### src/rtl/paralelo_serie_tx_pkg.sv
//------------------------------------------------------------------------------
// Module   : paralelo_serie_tx_pkg
// Purpose  : Constants and types shared by the parallel-to-serial transmitter:
//            the comma byte used for link sync / idle fill and the transmitter
//            state encoding.
// Revision : 1.0 - initial release
//------------------------------------------------------------------------------
`default_nettype none

package paralelo_serie_tx_pkg;

  // Comma byte: sent for link synchronisation and as idle fill.
  localparam logic [7:0] c_comma_byte = 8'hBC;

  typedef enum logic [0:0] {
    ST_SYNC   = 1'b0,
    ST_ACTIVE = 1'b1
  } ps_state_t;

endpackage

`default_nettype wire

### src/rtl/paralelo_serie_tx_if.sv
//------------------------------------------------------------------------------
// Module   : paralelo_serie_tx_if
// Purpose  : Bundles the byte-input handshake and the serial-side outputs of
//            paralelo_serie_tx.
//   data_in   [7:0]  byte to transmit               (master -> slave)
//   valid_in         data_in valid                   (master -> slave)
//   ready_out        transmitter can take a byte     (slave -> master)
//   data_out         serial stream, MSB first        (slave -> master)
//   active_tx        sync commas sent                (slave -> master)
//   bit_cnt   [2:0]  position of current data_out bit (slave -> master)
// Revision : 1.0 - initial release
//------------------------------------------------------------------------------
`default_nettype none

interface paralelo_serie_tx_if;

  logic [7:0] data_in;
  logic       valid_in;
  logic       ready_out;
  logic       data_out;
  logic       active_tx;
  logic [2:0] bit_cnt;

  modport master (
    output data_in,
    output valid_in,
    input  ready_out,
    input  data_out,
    input  active_tx,
    input  bit_cnt
  );

  modport slave (
    input  data_in,
    input  valid_in,
    output ready_out,
    output data_out,
    output active_tx,
    output bit_cnt
  );

endinterface

`default_nettype wire

### src/rtl/paralelo_serie_tx_fifo.sv
//------------------------------------------------------------------------------
// Module   : paralelo_serie_tx_fifo
// Purpose  : DEPTH x 8 synchronous FIFO buffering bytes ahead of the shifter.
//   clk_32f  in   clock
//   reset_L  in   asynchronous reset, active low (flushes the FIFO)
//   push     in   write din
//   pop      in   discard head entry
//   din      in   [7:0] write data
//   dout     out  [7:0] head entry (valid when !empty)
//   full     out  DEPTH entries held
//   empty    out  no entries held
//   count    out  number of entries held
// Revision : 1.0 - initial release
//------------------------------------------------------------------------------
`default_nettype none

module paralelo_serie_tx_fifo #(
  parameter int DEPTH = 2
) (
  input  logic                         clk_32f,
  input  logic                         reset_L,
  input  logic                         push,
  input  logic                         pop,
  input  logic [7:0]                   din,
  output logic [7:0]                   dout,
  output logic                         full,
  output logic                         empty,
  output logic [$clog2(DEPTH+1)-1:0]   count
);

  localparam int AW = $clog2(DEPTH);
  localparam int CW = $clog2(DEPTH + 1);
  localparam logic [CW-1:0] c_depth = CW'(DEPTH);

  logic [7:0]    r_mem [DEPTH];
  logic [AW-1:0] r_wr_ptr;
  logic [AW-1:0] r_rd_ptr;
  logic [CW-1:0] r_cnt;

  logic w_do_push;
  logic w_do_pop;

  assign w_do_pop  = pop & (r_cnt != '0);
  // A full FIFO can still take a byte when the head leaves on the same edge.
  assign w_do_push = push & ((r_cnt != c_depth) | w_do_pop);

  // DEPTH is a power of two, so the pointers wrap by natural overflow.
  always_ff @(posedge clk_32f or negedge reset_L) begin
    if (!reset_L) begin
      r_wr_ptr <= '0;
      r_rd_ptr <= '0;
      r_cnt    <= '0;
    end else begin
      if (w_do_push) r_wr_ptr <= r_wr_ptr + AW'(1);
      if (w_do_pop)  r_rd_ptr <= r_rd_ptr + AW'(1);
      case ({w_do_push, w_do_pop})
        2'b10:   r_cnt <= r_cnt + CW'(1);
        2'b01:   r_cnt <= r_cnt - CW'(1);
        default: r_cnt <= r_cnt;
      endcase
    end
  end

  // Storage needs no reset: entries are only read once written.
  always_ff @(posedge clk_32f) begin
    if (w_do_push) r_mem[r_wr_ptr] <= din;
  end

  assign dout  = r_mem[r_rd_ptr];
  assign full  = (r_cnt == c_depth);
  assign empty = (r_cnt == '0);
  assign count = r_cnt;

endmodule

`default_nettype wire

### src/rtl/paralelo_serie_tx.sv
//------------------------------------------------------------------------------
// Module   : paralelo_serie_tx
// Purpose  : Byte-parallel to bit-serial transmitter. Buffers input bytes and
//            shifts them out MSB first, one bit per clk_32f edge. After reset
//            SYNC_BYTES commas (0xBC) are sent, then buffered data; an empty
//            buffer at a byte boundary sends an idle comma.
//   clk_32f   in   serial bit clock
//   reset_L   in   asynchronous reset, active low
//   bus       slave modport of paralelo_serie_tx_if
//             (data_in, valid_in, ready_out, data_out, active_tx, bit_cnt)
// Build option:
//   PS_COMMA_INSERT_EN  when defined, a comma is forced after every
//                       COMMA_PERIOD consecutive data bytes.
// Revision : 1.0 - initial release
//------------------------------------------------------------------------------
`default_nettype none

module paralelo_serie_tx #(
  parameter int SYNC_BYTES   = 4,
  parameter int FIFO_DEPTH   = 2,
  parameter int COMMA_PERIOD = 16
) (
  input  logic                 clk_32f,
  input  logic                 reset_L,
  paralelo_serie_tx_if.slave   bus
);

  import paralelo_serie_tx_pkg::*;

  localparam int SW = $clog2(SYNC_BYTES + 1);
  localparam int CW = $clog2(FIFO_DEPTH + 1);
  localparam logic [SW-1:0] c_sync_last   = SW'(SYNC_BYTES - 1);
  localparam logic [CW-1:0] c_depth_m1    = CW'(FIFO_DEPTH - 1);

  // Registered state
  ps_state_t     r_state;
  logic [2:0]    r_bit_cnt;
  logic [7:0]    r_shift;
  logic          r_data_out;
  logic          r_ready;
  logic [SW-1:0] r_sync;

  // Combinational next-state / control
  ps_state_t     w_state_nxt;
  logic [SW-1:0] w_sync_nxt;
  logic          w_boundary;
  logic          w_push;
  logic          w_pop;
  logic          w_ready_nxt;
  logic [7:0]    w_load_byte;

  // FIFO side
  logic [7:0]    w_fifo_dout;
  logic          w_fifo_full;
  logic          w_fifo_empty;
  logic [CW-1:0] w_fifo_count;

`ifdef PS_COMMA_INSERT_EN
  localparam int IW = $clog2(COMMA_PERIOD + 1);
  localparam logic [IW-1:0] c_ins_period = IW'(COMMA_PERIOD);
  logic [IW-1:0] r_ins;
  logic [IW-1:0] w_ins_nxt;
`else
  localparam int c_unused_comma_period = COMMA_PERIOD;
`endif

  paralelo_serie_tx_fifo #(
    .DEPTH (FIFO_DEPTH)
  ) u_fifo (
    .clk_32f (clk_32f),
    .reset_L (reset_L),
    .push    (w_push),
    .pop     (w_pop),
    .din     (bus.data_in),
    .dout    (w_fifo_dout),
    .full    (w_fifo_full),
    .empty   (w_fifo_empty),
    .count   (w_fifo_count)
  );

  // Next-state, byte selection and FIFO control
  always_comb begin
    w_boundary  = (r_bit_cnt == 3'd7);
    w_push      = bus.valid_in & r_ready;
    w_pop       = 1'b0;
    w_load_byte = c_comma_byte;
    w_state_nxt = r_state;
    w_sync_nxt  = r_sync;
`ifdef PS_COMMA_INSERT_EN
    w_ins_nxt   = r_ins;
`endif
    if (w_boundary) begin
      case (r_state)
        ST_SYNC: begin
          w_sync_nxt = r_sync + SW'(1);
          // Leaving on the last comma's load edge raises active_tx with it.
          if (r_sync == c_sync_last) w_state_nxt = ST_ACTIVE;
        end
        ST_ACTIVE: begin
`ifdef PS_COMMA_INSERT_EN
          if (r_ins == c_ins_period) begin
            w_ins_nxt = '0;               // forced comma, FIFO left untouched
          end else if (!w_fifo_empty) begin
            w_pop       = 1'b1;
            w_load_byte = w_fifo_dout;
            w_ins_nxt   = r_ins + IW'(1);
          end else begin
            w_ins_nxt = '0;               // idle comma also restarts the run
          end
`else
          if (!w_fifo_empty) begin
            w_pop       = 1'b1;
            w_load_byte = w_fifo_dout;
          end
`endif
        end
        default: w_state_nxt = ST_SYNC;
      endcase
    end
    // ready_out reflects the occupancy after this edge's push/pop.
    w_ready_nxt = w_pop | ~(w_fifo_full | (w_push & (w_fifo_count == c_depth_m1)));
  end

  always_ff @(posedge clk_32f or negedge reset_L) begin
    if (!reset_L) begin
      r_state    <= ST_SYNC;
      r_bit_cnt  <= 3'd0;
      r_shift    <= 8'h00;
      r_data_out <= 1'b0;
      r_ready    <= 1'b0;
      r_sync     <= '0;
    end else begin
      r_state   <= w_state_nxt;
      r_sync    <= w_sync_nxt;
      r_ready   <= w_ready_nxt;
      r_bit_cnt <= r_bit_cnt + 3'd1;
      if (w_boundary) begin
        // MSB goes straight to the output register so bit_cnt=0 shows bit 7.
        r_shift    <= w_load_byte;
        r_data_out <= w_load_byte[7];
      end else begin
        r_shift    <= {r_shift[6:0], 1'b0};
        r_data_out <= r_shift[6];
      end
    end
  end

`ifdef PS_COMMA_INSERT_EN
  always_ff @(posedge clk_32f or negedge reset_L) begin
    if (!reset_L) r_ins <= '0;
    else          r_ins <= w_ins_nxt;
  end
`endif

  assign bus.ready_out = r_ready;
  assign bus.data_out  = r_data_out;
  assign bus.active_tx = (r_state == ST_ACTIVE);
  assign bus.bit_cnt   = r_bit_cnt;

endmodule

`default_nettype wire
### src/flat_wrapper.sv
// flat-port wrapper written by rule: the top's interface ports become plain ports
module paralelo_serie_tx_flat import paralelo_serie_tx_pkg::*;
#(
  parameter int SYNC_BYTES   = 4,
  parameter int FIFO_DEPTH   = 2,
  parameter int COMMA_PERIOD = 16
)
  (clk_32f, reset_L, bus_data_in, bus_valid_in, bus_ready_out, bus_data_out, bus_active_tx, bus_bit_cnt);
  paralelo_serie_tx_if bus_i ();
  input  logic clk_32f;
  input  logic reset_L;
  input wire logic [$bits(bus_i.data_in)-1:0] bus_data_in;
  input wire logic [$bits(bus_i.valid_in)-1:0] bus_valid_in;
  output wire logic [$bits(bus_i.ready_out)-1:0] bus_ready_out;
  output wire logic [$bits(bus_i.data_out)-1:0] bus_data_out;
  output wire logic [$bits(bus_i.active_tx)-1:0] bus_active_tx;
  output wire logic [$bits(bus_i.bit_cnt)-1:0] bus_bit_cnt;
  assign bus_i.data_in = bus_data_in;
  assign bus_i.valid_in = bus_valid_in;
  assign bus_ready_out = bus_i.ready_out;
  assign bus_data_out = bus_i.data_out;
  assign bus_active_tx = bus_i.active_tx;
  assign bus_bit_cnt = bus_i.bit_cnt;
  paralelo_serie_tx #(.SYNC_BYTES(SYNC_BYTES), .FIFO_DEPTH(FIFO_DEPTH), .COMMA_PERIOD(COMMA_PERIOD)) u_core (.clk_32f(clk_32f), .reset_L(reset_L), .bus(bus_i));
endmodule
### config.mk
export PLATFORM = sky130hd
export DESIGN_NAME = paralelo_serie_tx_flat
export DESIGN_NICKNAME = d
export VERILOG_FILES = /design/src/rtl/paralelo_serie_tx_pkg.sv /design/src/rtl/paralelo_serie_tx_if.sv /design/src/rtl/paralelo_serie_tx_fifo.sv /design/src/rtl/paralelo_serie_tx.sv /design/src/flat_wrapper.sv
export SDC_FILE = /design/constraint.sdc
export NUM_CORES = 1
export LEC_CHECK = 0
export ABC_CLOCK_PERIOD_IN_PS = 2300
export BUFFER_PORTS_ARGS = -buffer_cell sky130_fd_sc_hd__buf_2
export CAP_MARGIN = 20
export CORE_MARGIN = 5
export CORE_UTILIZATION = 40
export DETAILED_ROUTE_END_ITERATION = 7
export SKIP_CTS_REPAIR_TIMING = 1
export SLEW_MARGIN = 20
export SYNTH_ARGS = -nofsm -noshare
export SYNTH_HDL_FRONTEND = slang
export SYNTH_SLANG_ARGS = --single-unit
### constraint.sdc
create_clock -name clk_32f -period 2.3 [get_ports clk_32f]
set_clock_uncertainty 0.2 [all_clocks]
set_input_delay 0.23 -clock clk_32f [delete_from_list [all_inputs] [get_ports clk_32f]]
set_output_delay 0.23 -clock clk_32f [all_outputs]
set_load 0.005 [all_outputs]
## Word level (Yosys, flattened, before mapping)

Memory sizes are Yosys's and may differ from the RTL's.
Cells that the tools add are included.
W data, S select, Z words.

| storage, ports and cells | value |
|---|---|
| input port bits | 11 |
| memories | 1 |
| RAM bits | 16 |
| bits in registers | 20 |
| logic and storage cells | 48 |

| cells by class | value |
|---|---|
| add/subtract/negate cells | 6 |
| muxes and demuxes | 12 |
| reduce and logical (&&, ||, !) cells | 4 |
| equal/unequal tests | 7 |
| bitwise operators | 9 |

Memory list:

| name | words | bits a word | read ports | clocked after Yosys merged registers in | wr ports | line | source |
|---|---|---|---|---|---|---|---|
| u_core.u_fifo.r_mem | 2 | 8 | 1 | 0 | 1 | paralelo_serie_tx_fifo.sv:35 | `logic [7:0] r_mem [DEPTH];` |

Operator list:

| cell | count |
|---|---|
| $mux W8 | 2 |
| $mux W1 | 8 |
| $mux W7 | 1 |
| $add A3 B1 Y3 const B | 2 |
| $and A1 B1 Y1 | 4 |
| $eq A2 B1 Y1 const B | 2 |
| $eq A2 B2 Y1 const B | 2 |
| $pmux W2 S2 | 1 |
| $reduce_bool A2 Y1 | 2 |
| $eq A3 B2 Y1 const B | 1 |
| $eq A3 B3 Y1 const B | 1 |
| $or A1 B1 Y1 | 3 |
| $add A1 B1 Y1 const B | 2 |
| $add A2 B1 Y2 const B | 1 |
| $logic_not A2 Y1 | 1 |
| $ne A2 B2 Y1 const B | 1 |
| $not A1 Y1 | 2 |
| $reduce_and A2 Y1 | 1 |
| $sub A2 B1 Y2 const B | 1 |

## Depth between registers and ports, before layout

| depth | value |
|---|---|
| depth in word-level cells | 9 |
| gate-level depth with buffers | 8 |
| mapped depth without buffers | 7 |

## By module

From an unflattened synthesis, not the netlist that was laid out.

| second synthesis, totals | value |
|---|---|
| cell total of the unflattened synthesis | 102 |
| area total of the unflattened synthesis | 1472.7 um^2 |

Modules (own cells, without submodules):

| module | instances | area each (um^2) | cells each | sequential area each (um^2) |
|---|---|---|---|---|
| paralelo_serie_tx_fifo | 1 | 793.3 | 44 | 580.6 |
| paralelo_serie_tx | 1 | 679.4 | 58 | 400.4 |

## Worst setup path before layout

Ideal clock, no wire load.

| timing | value |
|---|---|
| path type | reg2reg |
| start point | register u_core.r_bit_cnt[0] (netlist: u_core.bus.bit_cnt[0]) |
| end point | memory u_core.u_fifo.r_mem[1][0], enable pin |
| required time | 1.730 ns |
| period minus slack after synthesis | 2.085 ns |
| buffers on the path | 1 |
| arrival | 1.515 ns |
| slack | 0.215 ns |
| cell stages (with the launch flop) | 7 |
| path through | dfrtp_1 > ha_1 > ha_1 > buf_6 > nand3b_4 > a21o_4 > nor2_1 |

| between the ends | value |
|---|---|
| word-level cells in the longest chain between the ends | 7 |

Ends and longest elaborated chain:

| what | line | source |
|---|---|---|
| start, declared | paralelo_serie_tx.sv:37 | `logic [2:0] r_bit_cnt;` |
| start signal, assigned | paralelo_serie_tx.sv:136 | `r_bit_cnt <= r_bit_cnt + 3'd1;` |
| $eq A3 B3 Y1 | paralelo_serie_tx.sv:83 | `w_boundary = (r_bit_cnt == 3'd7);` |
| $mux W1 | paralelo_serie_tx.sv:92 | `if (w_boundary) begin` |
| $and A1 B1 Y1 | paralelo_serie_tx_fifo.sv:43 | `assign w_do_pop = pop & (r_cnt != '0);` |
| $or A1 B1 Y1 | paralelo_serie_tx_fifo.sv:45 | `assign w_do_push = push & ((r_cnt != c_depth) \| w_do_pop);` |
| $and A1 B1 Y1 | paralelo_serie_tx_fifo.sv:45 |  |
| $mux W1 | paralelo_serie_tx_fifo.sv:66 | `if (w_do_push) r_mem[r_wr_ptr] <= din;` |
| $mux W1 (not written as such) | paralelo_serie_tx_fifo.sv:66 |  |
| end, declared | paralelo_serie_tx_fifo.sv:35 |  |

No other way between the ends.

## Worst setup path after layout

| timing | value |
|---|---|
| start point | register u_core.r_bit_cnt[0] (netlist: u_core.bus.bit_cnt[0]) |
| end point | register u_core.u_fifo.r_cnt[1] (netlist: u_core.u_fifo.count[1]) |

| between the ends | value |
|---|---|
| word-level cells in the longest chain between the ends | 7 |
| elaborated cells between the ends (all ways) | 9 |
| those cells by class | eq/ne (3); mux (2); bitwise (3); reduce/logical (1) |

Ends and longest elaborated chain:

| what | line | source |
|---|---|---|
| $eq A3 B3 Y1 (*) | paralelo_serie_tx.sv:83 |  |
| $mux W1 (*) | paralelo_serie_tx.sv:92 |  |
| $and A1 B1 Y1 (*) | paralelo_serie_tx_fifo.sv:43 |  |
| $or A1 B1 Y1 | paralelo_serie_tx_fifo.sv:45 |  |
| $and A1 B1 Y1 | paralelo_serie_tx_fifo.sv:45 |  |
| $eq A2 B1 Y1 or $eq A2 B2 Y1 (tied branches) | paralelo_serie_tx_fifo.sv:56 | `case ({w_do_push, w_do_pop})` |
| $pmux W2 S2 or $reduce_bool A2 Y1 (tied branches) | n/a |  |
| end signal, assigned | paralelo_serie_tx_fifo.sv:57 | `2'b10: r_cnt <= r_cnt + CW'(1);` |
| end signal, assigned | paralelo_serie_tx_fifo.sv:58 | `2'b01: r_cnt <= r_cnt - CW'(1);` |
| end signal, assigned | paralelo_serie_tx_fifo.sv:59 | `default: r_cnt <= r_cnt;` |
| end, declared | paralelo_serie_tx_fifo.sv:38 | `logic [CW-1:0] r_cnt;` |

Every way passes the cells marked *; elsewhere a longest branch is shown, timed or not.
A chain may end at the register's enable or synchronous reset.

==> metrics.md <==
| Metric | Value |
|---|---|
| Status | completed |
| Synth area leaders | dfrtp_1 35%, edfxtp_1 34%, ha_1 7.1%, mux2i_1 5.6%, xnor2_1 2.5% |
| Reg-to-Reg Start | u_core.bus.bit_cnt[0]$_DFF_PN0_ |
| YS warnings | 0 |
| WHS | 0.0592 ns |
| Max_cap viols | 0 |
| Critical Path Most Common Cell | ha_1 |
| DRC Markers | 0 |
| Proportion of layout cells with a drive suffix above 1 | 23.4% |
| Initial antenna violation count | 0 |
| Syn Area/Cell | 15.1 µm² |
| Drt total wl | 2270 µm |
| Largest net degree at the start of global routing | 21 |
| Worst slack, placed | 0.337 ns |
| Hold path start | bus_valid_in |
| Clk slew on worst S/H paths | 0.10 ns |
| CTS Buf Count | 5 |
| Root Driver | clkbuf_4 |
| Most frequent cells in the layout | 20 x dfrtp_1, 16 x buf_2, 16 x edfxtp_1 |
| RSZ-0062 raised after global routing | false |
| CP max stage delay | 0.38 ns |
| Setup TNS | 0 ns |
| Max-Slew Margin vs Limit | 64.2% |
| Input/output buffers | 16 |
| Crit path required time | 2.33 ns |
| Crit path from | u_core.bus.bit_cnt[0]$_DFF_PN0_ |
| CP endpoint kind | register |
| Crit Path Max Fanout | 7 |
| Actual slew at the worst max-slew pin | 0.537 ns |
| First-pass GRT wire length | 3740 µm |
| Die Wd | 69.6 µm |
| Clock Tree Buf Depth | 2 |
| Total Die Area | 0.00484 mm² |
| Antenna-violating nets left | 0 |
| WL/cell | 13.0 µm |
| Fraction of post-synthesis cell area in the top cell type by area | 35.3% |
| Syn_nets | 113 |
| Post-Syn Area | 0.00142 mm² |
| Synth cell types | 20 |
| Finish-stage setup viols | 0 |
| Synth Register Bits | 36 |
| DP HPWL | 1520 µm |
| Hold Vio Cnt, Final | 0 |
| Drt via density | 4.59 |
| Max VDD drop | 381 µV |
| Synth Instances | 94 |
| Post-layout nets | 146 |
| IO Count | 17 |
| Post-synthesis sequential area ratio | 69.1% |
| Fin worst setup slack | 0.350 ns |
| DR vias | 798 |
| Post-layout minimum cycle time | 1.95 ns |
| Tot GR Track Use | 10.2% |
| Initial Util | 41.9% |
| H-tree depth | 2 |
| Clock latency on the worst-skew pair | 0.33 ns |
| Placer congestion estimate | 0.737 |
| Commonest non-fill, non-tap cell in the layout | dfrtp_1 |
| Final slew viol count | 0 |
| Critical-path top delay cell | dfrtp_1 |
| Num rows | 21 |
| Worst hold path type | in2reg |
| TritonRoute pass-1 iters | 3 |
| N_diodes | 0 |
| Leakage | 0.798 nW |
| Number of global-route vias before repair | 807 |
| Drt initial violations | 34 |
| Setup CP Type | reg2reg |
| CTS tree | yes |
| F_max | 513 MHz |
| Die Height | 69.6 µm |
| Crit share post-route | 84.8% |
| Worst path cell trace | ha_1, ha_1, nand3b_4, a21o_4, ha_1, nand2_1, o21ai_0 |
| CP Launch Type | register |
| Core footprint | 0.00339 mm² |
| Crit path DAT | 1.98 ns |
| Pwr Density | 1020 mW/mm² |
| Largest area contributor in the netlist | dfrtp_1 |
| Sink Count | 36 |
| Synthesis-to-layout area growth | 21.9% |
| Global route overflow | 0 |
## cell usage after synthesis, drive strengths merged
cell	number
a21o	2
a21oi	5
and3	1
buf	2
dfrtp	20
edfxtp	16
ha	8
inv	8
mux2	1
mux2i	8
nand2	3
nand2b	1
nand3b	1
nor2	8
o21ai	3
o22ai	2
xnor2	5
## metal layers
metal | vias up | wire length (µm) | GRT usage (%) | share of wire (%)
met4 | 0 | 48 | 4.56 | 2.1
met1 | 391 | 934 | 10.7 | 41
met5 | - | 0 | 0 | 0
met3 | 5 | 109 | 4.49 | 4.8
li1 | 386 | - | - | -
met2 | 16 | 1180 | 17.6 | 52
## through the flow
| step | power [mW] | cells | instance area [µm²] | util, % |
|---|---|---|---|---|
| after global placement | 1.33 | 157 | 1560 | 46.1 |
| after detailed placement | 1.35 | 157 | 1560 | 46.1 |
| final | 1.76 | 174 | 1730 | 51.0 |
| after global routing | 1.88 | 174 | 1730 | 51.0 |
| after CTS | 1.78 | 165 | 1640 | 48.4 |
| after floorplan | 1.22 | 94 | 1420 | - |
## sequential cells by signal (all words and copies together), names as in the netlist
register	cells
u_core.u_fifo.r_rd_ptr	1
u_core.u_fifo.count	2
u_core.u_fifo.r_wr_ptr	1
u_core.bus.bit_cnt	3
u_core.r_sync	3
u_core.bus.active_tx	1
u_core.r_shift	7
u_core.bus.ready_out	1
u_core.bus.data_out	1
u_core.u_fifo.r_mem	16
## final timing paths
kind,to,slack (ns),cells past startpoint
min in group asynchronous,u_core.r_sync[0]$_DFFE_PN0P_,0.17,2
min,u_core.bus.ready_out$_DFF_PN0_,0.06,3
max reg2reg,u_core.u_fifo.count[1]$_DFFE_PN0P_,0.35,7
max,u_core.u_fifo.count[1]$_DFFE_PN0P_,0.35,7
min reg2reg,u_core.bus.bit_cnt[0]$_DFF_PN0_,0.25,1
max in group asynchronous,u_core.bus.ready_out$_DFF_PN0_,1.42,2
## layout make-up
class                   count  area, µm²
clock buffers               6       41.3
repair buffers             28        193
inverters                   8       30.0
flip-flops and latches     36        981
multi-input cells          48        392
clock inverters             2       35.0
well taps                  46       57.6
fillers                   297       1660
## cells by family after synthesis
family / Yosys count / synth area share [%]
multiplexers: 9 / 6.44
AND/OR/NAND/NOR: 14 / 5.20
adder cells (fa/ha/maj): 8 / 7.05
AO/OA/AOI/OAI: 12 / 5.29
buffers and inverters: 10 / 3.26
XOR/XNOR: 5 / 3.62
flip-flops: 36 / 69.1
## worst max-delay path: cells and delay by family (launching register included)
kind	cells	cell delay, ns
adders and majority gates	3	0.72
DFF	1	0.38
AOI/OAI and AO/OA	2	0.33
and+or+nand+nor	2	0.23
## power by group
| part | switching [mW] | internal (mW) | leakage [nW] | total (mW) |
|---|---|---|---|---|
| Combinational | 0.176 | 0.208 | 0.373 | 0.384 |
| Clock | 0.199 | 0.228 | 0.0422 | 0.427 |
| Sequential | 0.102 | 0.850 | 0.383 | 0.952 |
| Total | 0.477 | 1.29 | 0.798 | 1.76 |
Power figures use the tool's default switching activity.
